$ cat src/rtl/seg7_value_display.sv
// seg7_value_display
// Converts a 7-bit binary value to three decimal digits with a serial
// double-dabble and shows them on active-low seven-segment outputs
// (bit order gfedcba). Leading zeros are blanked. A second counter reports
// when the displayed value has stayed unchanged for STABLE_CYCLES cycles.
module seg7_value_display #(
  parameter int unsigned STABLE_CYCLES = 50000000
) (
  input  logic       i_clk,
  input  logic       i_rst,
  input  logic [6:0] i_value,
  output logic [6:0] o_seg_hund,
  output logic [6:0] o_seg_tens,
  output logic [6:0] o_seg_ones,
  output logic       o_busy,
  output logic       o_stable
);

  typedef enum logic [1:0] {
    IDLE  = 2'd0,
    SHIFT = 2'd1,
    DONE  = 2'd2
  } state_t;

  localparam logic [31:0] STABLE_MAX = 32'(STABLE_CYCLES);
  localparam logic [6:0]  SEG_BLANK  = 7'b1111111;
  localparam logic [6:0]  SEG_ZERO   = 7'b1000000;

  state_t      state_reg;
  logic [6:0]  r_last;
  // [18:15] hundreds, [14:11] tens, [10:7] ones, [6:0] binary still to shift in
  logic [18:0] shift_reg;
  logic [2:0]  count_reg;
  logic [31:0] stable_cnt_reg;

  logic [18:0] adjusted;
  logic [31:0] stable_cnt_next;
  logic [3:0]  hund_digit;
  logic [3:0]  tens_digit;
  logic [3:0]  ones_digit;

  // Double-dabble correction: every BCD nibble of 5 or more gets +3 before the shift
  generate
    for (genvar gi = 0; gi < 3; gi++) begin : g_dabble
      logic [3:0] nib;
      assign nib = shift_reg[7 + 4*gi +: 4];
      assign adjusted[7 + 4*gi +: 4] = (nib >= 4'd5) ? (nib + 4'd3) : nib;
    end
  endgenerate
  assign adjusted[6:0] = shift_reg[6:0];

  assign hund_digit = shift_reg[18:15];
  assign tens_digit = shift_reg[14:11];
  assign ones_digit = shift_reg[10:7];

  // Saturating increment of the stability counter
  assign stable_cnt_next = (stable_cnt_reg >= STABLE_MAX) ? STABLE_MAX
                                                          : (stable_cnt_reg + 32'd1);

  function automatic logic [6:0] seg_encode(input logic [3:0] digit);
    logic [6:0] seg;
    case (digit)
      4'd0:    seg = 7'b1000000;
      4'd1:    seg = 7'b1111001;
      4'd2:    seg = 7'b0100100;
      4'd3:    seg = 7'b0110000;
      4'd4:    seg = 7'b0011001;
      4'd5:    seg = 7'b0010010;
      4'd6:    seg = 7'b0000010;
      4'd7:    seg = 7'b1111000;
      4'd8:    seg = 7'b0000000;
      4'd9:    seg = 7'b0010000;
      default: seg = 7'b1111111;
    endcase
    return seg;
  endfunction

  // Conversion FSM, stability tracking and registered display outputs
  always_ff @(posedge i_clk) begin
    if (i_rst) begin
      state_reg      <= IDLE;
      r_last         <= 7'd0;
      shift_reg      <= 19'd0;
      count_reg      <= 3'd0;
      stable_cnt_reg <= 32'd0;
      o_busy         <= 1'b0;
      o_stable       <= 1'b0;
      o_seg_hund     <= SEG_BLANK;
      o_seg_tens     <= SEG_BLANK;
      o_seg_ones     <= SEG_ZERO;
    end else begin
      case (state_reg)
        IDLE: begin
          if (i_value != r_last) begin
            // Load edge: capture the new value and start converting
            r_last         <= i_value;
            shift_reg      <= {12'd0, i_value};
            count_reg      <= 3'd0;
            stable_cnt_reg <= 32'd0;
            o_stable       <= 1'b0;
            o_busy         <= 1'b1;
            state_reg      <= SHIFT;
          end else begin
            // Display unchanged: advance the stability counter
            stable_cnt_reg <= stable_cnt_next;
            o_stable       <= (stable_cnt_next == STABLE_MAX);
          end
        end
        SHIFT: begin
          shift_reg <= {adjusted[17:0], 1'b0};
          count_reg <= count_reg + 3'd1;
          if (count_reg == 3'd6) begin
            state_reg <= DONE;
          end
        end
        DONE: begin
          o_seg_hund <= (hund_digit == 4'd0) ? SEG_BLANK : seg_encode(hund_digit);
          o_seg_tens <= ((hund_digit == 4'd0) && (tens_digit == 4'd0))
                        ? SEG_BLANK : seg_encode(tens_digit);
          o_seg_ones <= seg_encode(ones_digit);
          o_busy     <= 1'b0;
          state_reg  <= IDLE;
        end
        default: begin
          state_reg <= IDLE;
          o_busy    <= 1'b0;
        end
      endcase
    end
  end

endmodule

$ cat config.mk
export PLATFORM = sky130hd
export DESIGN_NAME = seg7_value_display
export DESIGN_NICKNAME = d
export VERILOG_FILES = /design/src/rtl/seg7_value_display.sv
export SDC_FILE = /design/constraint.sdc
export NUM_CORES = 1
export LEC_CHECK = 0
export CAP_MARGIN = 10
export CORE_ASPECT_RATIO = 1.75
export CORE_UTILIZATION = 58
export DETAILED_ROUTE_END_ITERATION = 8
export PLACE_DENSITY_LB_ADDON = 0.05
export RECOVER_POWER = 25
export SLEW_MARGIN = 20
export SYNTH_ARGS = -nofsm -noshare
export SYNTH_HDL_FRONTEND = slang
export SYNTH_SLANG_ARGS = --single-unit
$ cat constraint.sdc
create_clock -name i_clk -period 7.4 [get_ports i_clk]
set_input_delay 1.85 -clock i_clk [delete_from_list [all_inputs] [get_ports i_clk]]
set_output_delay 1.85 -clock i_clk [all_outputs]
set_load 0.05 [all_outputs]
==> flow_summary_export.csv <==
group,metric,value,unit
synth,synth-async-reset-ratio,0,%
min_path,hold_class,"register to register",
detailed_routing,drcViolationCount,0,
setup_path,critPathLaunch,"i_rst",
timing,period_needed,4700,ps
timing,hold_slack,444,ps
timing,finalSetupTns,0,ps
clock_network,clk_pin_slew,70,ps
clock_network,cts_tree,"built",
finish,multi_input_area,2900,um^2
setup_path,start_kind,"input port",
detailed_routing,via_per_inst,5.96,
synth,syn_area,5200,um^2
synth,synth_fp_nets,685,
setup_path,r2r_cells,9,
timing,grt_setup_unrepaired,"no",
detailed_routing,finalWirelength,12.1,mm
timing,setup_viol,0,
grt,track_usage,27.3,%
timing,final.period_utilization,63.5,%
synth,synth_fa_ha_area_share,5.77,%
die,start_util,60.0,%
synth,synth_top_family_by_area,"simple AND/OR/NAND/NOR gates",
finish,drive_above_1_share,6.32,%
setup_path,end_kind,"register",
grt,grt_max_degree,70,
synth,yosysTopAreaCellShare,38.5,%
synth,synthTopCellsByArea,"dfxtp_1 38%, nand2_1 6.2%, ha_1 5.8%",
synth,synthXorXnorAreaFrac,3.71,%
placement,place.gp.congestion,0.832,
grt,first_global_vias,4468,
flow_run,cap_viol_max_count,0,
detailed_routing,drtAntennaViolNets,0,
detailed_routing,drt_iter0_drc,230,
die,num_rows,45,
synth,synth_edf_count,0,
synth,yosys.area.top_type,"dfxtp_1",
setup_path,critPathArrivalTime,4900,ps
detailed_routing,drt-pass1-iter-count,4,
grt,grt_pass1_wl,20.2,mm
die,die_area,9360,um^2
finish,nets,693,
finish,fill_cells,780,
grt,overflow,0,
synth,synthCells,652,
placement,dp_hpwl,8.64,mm
clock_network,clock_path_buffers,2,
synth,yosysSeqAreaShare,38.5,%
setup_path,reg2reg_slack,4470,ps
clock_network,hold_buffers,0,
clock_network,cts.htree.levels,3,
synth,synth.mux.area_fraction,0.962,%
power_and_ir_drop,p_leak,2.09,nW
synth,synth-compound-area-share,19.7,%
timing,finClkSkew,9.59,ps
clock_network,cts.sinks,100,
synth,synth_ff_type,"dfxtp_1",
grt,antenna_found_initial,0,
setup_path,crit_type,"input port to register",
detailed_routing,post_drt_wl_per_cell,15.5,um
synth,ys_ff_latch,100,
power_and_ir_drop,fin_total_pwr,0.00109,W
die,core_area,8670,um^2
die,die_y,127,um
finish,regArea,2000,um^2
clock_network,clk_latency,340,ps
placement,io_buffers,31,
timing,fmax,0.213,GHz
synth,syn_area_per_cell,7.98,um^2
synth,synth.most_common_cell,"dfxtp_1",
clock_network,ctsRootBufferMaster,"clkbuf_16",
timing,worstMarginPinSlew,1000,ps
setup_path,cp_max_fo,69,
synth,synthSimpleGateAreaFrac,25.5,%
timing,finalHoldViolations,0,
detailed_routing,vias,4660,
clock_network,numCtsBuffers,9,
synth,synth_cell_type_count,63,
die,ioPinCount,32,
power_and_ir_drop,p_per_area,187,nW/um^2
clock_network,post-cts-setup-buffers,0,
power_and_ir_drop,ir_drop,0.000168,V
synth,ys_warn_count,0,
setup_path,crit_required,7610,ps
timing,slew_headroom,32.9,%
finish,area_growth,12.0,%
finish,antennaDiodeCount,0,
synth,synth_common_cells,"100 x dfxtp_1, 86 x nand2_1, 59 x nor2_1, 46 x a21oi_1, 28 x inv_1",
clock_network,cts_resized,0,
setup_path,reg2reg_from,"r_last[0]",
die,die_w,73.6,um
status,status,"complete, no violations",
timing,drv_slew,0,
-- logic make-up after synthesis --
kind of cell	Yosys count
AOI/OAI and AO/OA	159
xor gates and xnor gates	22
adders and majority gates	24
and+or+nand+nor	269
DFF	100
buffers and inverters	73
muxes	5
-- worst min path at each step --
stage          cells past startpoint  slack [ps]       endpoint     start
4_1_cts                            2         450  o_seg_tens[4]  register
3_5_place_dp                       2         430  o_seg_tens[4]  register
2_1_floorplan                      2         420  o_seg_tens[0]  register
5_1_grt                            2         480  o_seg_tens[6]  register
3_3_place_gp                       2         430  o_seg_tens[1]  register
6_report                           2         440  o_seg_tens[4]  register
-- per-stage QoR --
step / area, um^2 / worst slack, ps / instances / utilization [%]
5_1_grt: 5820 / 2460 / 782 / 67.2
2_1_floorplan: 5200 / 3670 / 652 / -
6_report: 5820 / 2700 / 782 / 67.2
3_5_place_dp: 5520 / 2390 / 766 / 63.7
4_1_cts: 5830 / 2730 / 782 / 67.2
3_3_place_gp: 5520 / 2520 / 766 / 63.7
-- cell usage in the layout (no fill, tap or decap), types with 5 or more instances in the layout --
cell             instances
dfxtp_1                100
nand3b_1                 6
and3_1                  12
buf_4                    5
a21oi_1                 46
inv_1                   28
a22oi_1                  9
clkdlybuf4s50_1         16
a311oi_1                 6
clkbuf_16                9
nor2_1                  59
nand2b_1                 6
nor3_1                  25
nand4_1                  7
dlygate4sd3_1           14
a31oi_1                 18
o21ai_0                 20
ha_1                    24
o21ai_1                  7
xnor2_1                 19
nand2_1                 86
nand3_1                 25
o32ai_1                  8
or3_1                   10
nor4_1                   6
o22ai_1                 11
and4_1                   5
mux2i_1                  5
-- power breakdown --
part | internal (W) | leakage, nW | switching (W)
registers | 0.000545 | 0.810 | 0.00000547
clock network | 0.000268 | 0.153 | 0.000213
logic | 0.0000173 | 1.12 | 0.0000376
total | 0.000830 | 2.09 | 0.000256
-- metal layers --
metal,up-vias,share of wire (%),GRT usage [%]
met1,2196,39,29.3
met4,0,4.3,15.6
li1,2334,-,-
met2,89,54,49.6
met3,41,2.4,3.55
met5,-,0,0
-- critical path: stages --
cell and delay (ps):
buf_2 80, buf_4 580, clkinv_1 890, nand2_1 380, o221ai_1 340, inv_1 210
ha_1 180, nor2_1 50, a211oi_1 250, a31oi_1 60
-- area by class of cell --
class	instances	area share, %
Clock buffer	9	3.87
Clock inverter	7	1.40
Inverter	33	2.13
Multi-Input combinational cell	479	49.8
Sequential cell	100	34.4
Tap cell	117	2.51
Timing Repair Buffer	37	5.95
No activity file was read; power rests on OpenSTA's default activity.
